$ cat src/rtl/tcs_scan_sequencer.sv
// TCS3200 colour sensor scan sequencer: steps red/blue/green filters, settles,
// measures one full high pulse per filter and publishes all three widths at once.
module tcs_scan_sequencer #(
    parameter int unsigned PW          = 15,
    parameter int unsigned SETTLE_CYC  = 50,
    parameter int unsigned TIMEOUT_CYC = 65535
) (
    input  logic          clk_50M,
    input  logic          rst_n,
    input  logic          start,
    input  logic          continuous,
    input  logic [1:0]    scale,
    input  logic          sensor_out,
    output logic          s0,
    output logic          s1,
    output logic          s2,
    output logic          s3,
    output logic          oe_n,
    output logic          busy,
    output logic [PW-1:0] r_per,
    output logic [PW-1:0] b_per,
    output logic [PW-1:0] g_per,
    output logic [2:0]    ch_timeout,
    output logic          frame_valid
);

    localparam int unsigned SETTLE_N = (SETTLE_CYC == 0) ? 1 : SETTLE_CYC;
    localparam int unsigned SW       = (SETTLE_N > 1) ? $clog2(SETTLE_N) : 1;
    localparam int unsigned TW       = (TIMEOUT_CYC > 1) ? $clog2(TIMEOUT_CYC) : 1;
    localparam logic [SW-1:0] SETTLE_LAST = SW'(SETTLE_N - 1);
    localparam logic [TW-1:0] TMO_LAST    = TW'(TIMEOUT_CYC - 1);

    localparam logic [1:0] CH_R = 2'd0;
    localparam logic [1:0] CH_G = 2'd2;

    typedef enum logic [2:0] {
        IDLE, SETTLE, WAIT_LOW, WAIT_RISE, MEAS, NEXT, DONE
    } state_t;

    state_t state_q, state_n;

    logic sync_ff1, sync_q, sync_d;
    logic [SW-1:0] set_cnt_q, set_cnt_n;
    logic [TW-1:0] tmo_cnt_q, tmo_cnt_n;
    logic [PW-1:0] pulse_q, pulse_n;
    logic [1:0]    ch_q, ch_n;
    logic [2:0][PW-1:0] shadow_q, shadow_n;
    logic [2:0]    tmo_q, tmo_n;
    logic [1:0]    s01_n, s23_n;
    logic          oe_n_n, busy_n, fv_n;
    logic [PW-1:0] r_n, b_n, g_n;
    logic [2:0]    ch_timeout_n;

    logic rise, in_window, settle_done, timeout_hit;
    logic [1:0] scale_eff;

    assign rise        = sync_q & ~sync_d;
    assign in_window   = (state_q == WAIT_LOW) || (state_q == WAIT_RISE) || (state_q == MEAS);
    assign settle_done = (set_cnt_q == SETTLE_LAST);
    assign timeout_hit = in_window && (tmo_cnt_q == TMO_LAST);
    assign scale_eff   = (scale == 2'b00) ? 2'b01 : scale;

    // Filter select code {s2,s3} for a channel index: R=00, B=01, G=11
    function automatic logic [1:0] ch_code(input logic [1:0] ch);
        case (ch)
            2'd1:    return 2'b01;
            2'd2:    return 2'b11;
            default: return 2'b00;
        endcase
    endfunction

    // Two-flop synchroniser for the asynchronous sensor pin, plus edge-detect delay
    always_ff @(posedge clk_50M or negedge rst_n) begin
        if (!rst_n) begin
            sync_ff1 <= 1'b0;
            sync_q   <= 1'b0;
            sync_d   <= 1'b0;
        end else begin
            sync_ff1 <= sensor_out;
            sync_q   <= sync_ff1;
            sync_d   <= sync_q;
        end
    end

    // State register
    always_ff @(posedge clk_50M or negedge rst_n) begin
        if (!rst_n) state_q <= IDLE;
        else        state_q <= state_n;
    end

    // Next-state logic; a timeout wins over any edge seen in the same cycle
    always_comb begin
        state_n = state_q;
        case (state_q)
            IDLE:      if (start) state_n = SETTLE;
            SETTLE:    if (settle_done) state_n = WAIT_LOW;
            WAIT_LOW:  if (timeout_hit) state_n = NEXT;
                       else if (!sync_q) state_n = WAIT_RISE;
            WAIT_RISE: if (timeout_hit) state_n = NEXT;
                       else if (rise) state_n = MEAS;
            MEAS:      if (timeout_hit || !sync_q) state_n = NEXT;
            NEXT:      state_n = (ch_q == CH_G) ? DONE : SETTLE;
            DONE:      state_n = continuous ? SETTLE : IDLE;
            default:   state_n = IDLE;
        endcase
    end

    // Output / datapath next values for the registered outputs and counters
    always_comb begin
        ch_n         = ch_q;
        s01_n        = {s0, s1};
        s23_n        = {s2, s3};
        oe_n_n       = oe_n;
        busy_n       = busy;
        set_cnt_n    = set_cnt_q;
        tmo_cnt_n    = tmo_cnt_q;
        pulse_n      = pulse_q;
        shadow_n     = shadow_q;
        tmo_n        = tmo_q;
        r_n          = r_per;
        b_n          = b_per;
        g_n          = g_per;
        ch_timeout_n = ch_timeout;
        fv_n         = 1'b0;

        if (in_window && !timeout_hit) tmo_cnt_n = tmo_cnt_q + TW'(1);

        case (state_q)
            IDLE: begin
                if (start) begin
                    s01_n     = scale_eff;
                    oe_n_n    = 1'b0;
                    ch_n      = CH_R;
                    s23_n     = ch_code(CH_R);
                    busy_n    = 1'b1;
                    set_cnt_n = '0;
                end
            end
            SETTLE: begin
                if (settle_done) tmo_cnt_n = '0;
                else             set_cnt_n = set_cnt_q + SW'(1);
            end
            WAIT_RISE: begin
                if (timeout_hit) begin
                    shadow_n[ch_q] = '0;
                    tmo_n[ch_q]    = 1'b1;
                end else if (rise) begin
                    pulse_n = PW'(1);
                end
            end
            WAIT_LOW: begin
                if (timeout_hit) begin
                    shadow_n[ch_q] = '0;
                    tmo_n[ch_q]    = 1'b1;
                end
            end
            MEAS: begin
                if (timeout_hit) begin
                    shadow_n[ch_q] = '0;
                    tmo_n[ch_q]    = 1'b1;
                end else if (!sync_q) begin
                    shadow_n[ch_q] = pulse_q;
                end else if (pulse_q != '1) begin
                    pulse_n = pulse_q + PW'(1);
                end
            end
            NEXT: begin
                if (ch_q == CH_G) begin
                    r_n          = shadow_q[0];
                    b_n          = shadow_q[1];
                    g_n          = shadow_q[2];
                    ch_timeout_n = tmo_q;
                    fv_n         = 1'b1;
                    tmo_n        = '0;
                end else begin
                    ch_n      = ch_q + 2'd1;
                    s23_n     = ch_code(ch_q + 2'd1);
                    set_cnt_n = '0;
                end
            end
            DONE: begin
                ch_n  = CH_R;
                s23_n = ch_code(CH_R);
                if (continuous) begin
                    s01_n     = scale_eff;
                    set_cnt_n = '0;
                end else begin
                    s01_n  = 2'b00;
                    oe_n_n = 1'b1;
                    busy_n = 1'b0;
                end
            end
            default: ;
        endcase
    end

    // Datapath and output registers
    always_ff @(posedge clk_50M or negedge rst_n) begin
        if (!rst_n) begin
            set_cnt_q   <= '0;
            tmo_cnt_q   <= '0;
            pulse_q     <= '0;
            ch_q        <= CH_R;
            shadow_q    <= '0;
            tmo_q       <= '0;
            s0          <= 1'b0;
            s1          <= 1'b0;
            s2          <= 1'b0;
            s3          <= 1'b0;
            oe_n        <= 1'b1;
            busy        <= 1'b0;
            r_per       <= '0;
            b_per       <= '0;
            g_per       <= '0;
            ch_timeout  <= '0;
            frame_valid <= 1'b0;
        end else begin
            set_cnt_q   <= set_cnt_n;
            tmo_cnt_q   <= tmo_cnt_n;
            pulse_q     <= pulse_n;
            ch_q        <= ch_n;
            shadow_q    <= shadow_n;
            tmo_q       <= tmo_n;
            s0          <= s01_n[1];
            s1          <= s01_n[0];
            s2          <= s23_n[1];
            s3          <= s23_n[0];
            oe_n        <= oe_n_n;
            busy        <= busy_n;
            r_per       <= r_n;
            b_per       <= b_n;
            g_per       <= g_n;
            ch_timeout  <= ch_timeout_n;
            frame_valid <= fv_n;
        end
    end

endmodule

$ cat config.mk
export PLATFORM = sky130hd
export DESIGN_NAME = tcs_scan_sequencer
export DESIGN_NICKNAME = d
export VERILOG_FILES = /design/src/rtl/tcs_scan_sequencer.sv
export SDC_FILE = /design/constraint.sdc
export NUM_CORES = 1
export LEC_CHECK = 0
export BUFFER_PORTS_ARGS = -buffer_cell sky130_fd_sc_hd__buf_4
export CORE_ASPECT_RATIO = 1.1
export CORE_UTILIZATION = 54
export CTS_BUF_LIST = sky130_fd_sc_hd__clkbuf_16
export DETAILED_ROUTE_END_ITERATION = 8
export PLACE_DENSITY = 0.88
export SLEW_MARGIN = 20
export SYNTH_ARGS = -nofsm -noshare
export SYNTH_HDL_FRONTEND = slang
export SYNTH_SLANG_ARGS = --single-unit
$ cat constraint.sdc
create_clock -name clk_50M -period 2.3 [get_ports clk_50M]
set_clock_uncertainty 0.05 [all_clocks]
set_input_delay 0.115 -clock clk_50M [delete_from_list [all_inputs] [get_ports clk_50M]]
set_output_delay 0.115 -clock clk_50M [all_outputs]
set_load 0.01 [all_outputs]
==> run summary <==
outcome - finished clean
layout cell share with drive strength beyond 1 - 23.9%
critical path's slowest cell - dlygate4sd3_1
CP endpoint kind - register
VDD IR max - 0.637 mV
reg-to-reg endpoint - s0
final antenna-violating net count - 0
nets@finish - 761
Pleak - 4.24 nW
final worst-path cycle share - 96.2%
Clock Pin Slew Worst Setup and Hold Paths - 0.06 ns
# fillers - 902
IO buf count - 61
RSZ-0062 raised after global routing - yes
Worst EP required - 2.55 ns
Synth Flop Type - dfrtp_1
Reg-to-Reg Start - state_q[1]
Die Y - 121 µm
Layout Cells excl Fill - 915
number of hold violations in the final report - 0
antenna violations before repair - 0
Synth area leaders - dfrtp_1 (53%), nand2_1 (8.9%), mux2_4 (6.5%)
Root Buffer - clkbuf_16
Seq/Total Area, Yosys - 53.2%
synth unique cells - 63
crit path max fanout - 12
top post-synthesis cells by count - nand2_1 (166), dfrtp_1 (147), nor2_1 (43), mux2_4 (30), nand3_1 (21)
clk buf depth - 2
cell depth of the worst hold path - 3
Worst Reg-to-Reg Cells - 8
Avg Synthesized Cell Area - 10.4 µm²
DP Worst Slack - 0.106 ns
diode count - 0
Hold Startpoint - start
area leader, netlist - dfrtp_1
Final WS setup - 0.0872 ns
largest net degree at the start of global routing - 72
routed vias/inst - 5.82
worst skew pair latency - 0.42 ns
Die Footprint - 13400 µm²
# Max-Cap Violations - 0
area of the mapped netlist - 6970 µm²
wire length per cell - 17.0 µm
Post-synth EDFFs - 0
CTS tree - yes
remaining global-route overflow - 0
Hold Crit Endpoint - state_q[0]
worst slew pin tran - 0.658 ns
DPL Wire Length - 10500 µm
Vias - 5321
vias in the first global route - 5294
DRT Wirelength - 15600 µm
cell mode on critical path - buf_4
total CTS buffers - 17
GRT Overall Usage - 25.4%
clk sinks - 148
Hold WS - 0.0602 ns
Worst setup SP type - register
First DRT Iteration DRCs - 539
Min-Delay Path Class - primary input to register
row count - 43
Setup CP Type - register to register
Post-CTS Setup Bufs - 0
router iterations before antenna repair - 6
r2r setup slk - 0.09 ns
synthesis-stage register bit count - 148
Layout area overhead - 19.6%
DIE WIDTH - 110 µm
number of top-level pins - 62
first-pass GRT wire length - 25800 µm
CP cell instances - buf_4 > nor2_1 > buf_4 > nand2_1 > a21oi_2 > mux2i_1 > a21oi_1 > dlygate4sd3_1
async set-or-reset flop fraction in the synthesized netlist - 100%
PwrDens - 873 nW/µm²
post-synth top area share - 52.8%
Peak Freq - 452 MHz
H-tree depth - 4
Placed Cells - 877
core area - 12600 µm²
max-slew violations - 0
top-count cell post-synth - nand2_1
Cells after Synth - 668
fin crit period - 2.21 ns
Syn. warnings - 0
DRC viols - 0
Worst path max stage delay - 0.58 ns
Starting Density - 55.3%
Mapped Nets - 684
GP Congestion - 0.838
final setup vio count - 0
worst path arrival time - 2.47 ns
Slew HR - 56.1%
-- logic make-up after synthesis --
| logic type | Yosys count | synth area share, % |
|---|---|---|
| AND/OR/NAND/NOR | 309 | 20.7 |
| flip-flops | 148 | 53.2 |
| AO/OA/AOI/OAI | 84 | 9.21 |
| buffers and inverters | 52 | 3.57 |
| multiplexers | 50 | 9.68 |
| XOR/XNOR | 16 | 2.01 |
| adder cells (fa/ha/maj) | 9 | 1.62 |
-- where the power goes --
part	switching (mW)	internal, mW
Sequential	0.189	2.78
Clock	1.07	1.69
Combinational	0.899	0.634
Total	2.16	5.11
-- worst max-delay path by stage --
stage | start | to | slack [ns] | depth (start not counted)
after floorplan | ch_q[0] | set_cnt_q[0] | 0.08 | 8
after global placement | state_q[1] | set_cnt_q[1] | 0.20 | 6
after detailed placement | tmo_cnt_q[0] | shadow_q[13] | 0.11 | 7
after CTS | state_q[1] | s0 | 0.07 | 8
after global routing | tmo_cnt_q[0] | shadow_q[44] | -0.01 | 7
final | state_q[1] | s0 | 0.09 | 8
-- metal layers --
metal  global-route usage (%)  routed length (µm)
met5                        0                   0
met2                     42.9                7970
met4                     9.87                 331
met3                     5.48                 905
met1                     31.4                6350
-- cell usage in the layout, fill, tap and decap left out, types with 11 or more instances in the layout --
cell	n
o31ai_1	20
buf_4	84
nand2_1	166
and2_1	16
inv_1	16
nand3_1	20
clkbuf_16	17
a21oi_1	12
nor2_1	43
dfrtp_1	146
mux2_2	19
o21ai_0	11
mux2_4	30
-- per-stage QoR --
step	util [%]	TNS, ns	cell area, µm²	power [mW]
final	66.2	0	8330	7.27
after global routing	66.2	-0.0300	8330	7.62
after CTS	66.1	0	8320	7.28
after detailed placement	60.9	0	7670	4.49
after global placement	60.9	0	7670	4.42
after floorplan	-	0	6970	4.01
-- state kept, by name, summed over array words and instances (netlist names), 2 cells and up --
| signal | cells |
|---|---|
| r_per | 15 |
| ch_q | 2 |
| g_per | 15 |
| state_q | 3 |
| ch_timeout | 3 |
| set_cnt_q | 6 |
| shadow_q | 45 |
| tmo_q | 3 |
| b_per | 15 |
| pulse_q | 15 |
| tmo_cnt_q | 16 |
-- layout make-up --
class | instances | area (µm²) | area share, %
clock buffers | 17 | 425 | 5.11
repair buffers | 93 | 742 | 8.91
inverters | 17 | 63.8 | 0.766
multi-input cells | 468 | 3030 | 36.4
flip-flops and latches | 148 | 3710 | 44.5
well taps | 157 | 196 | 2.36
clock inverters | 15 | 164 | 1.97
-- critical path, delay by kind of cell, from the launching register on --
kind | cells | cell delay, ns
compound gates | 2 | 0.26
buf+inv | 3 | 0.93
mux | 1 | 0.22
flops | 1 | 0.42
simple gates | 2 | 0.21
-- timing repair --
action	CTS	global route
endpoints found under the hold margin	72	0
setup endpoints to repair	0	11
hold buffers	6	0
gates resized for setup	0	3
(Power assumes the default switching activity.)
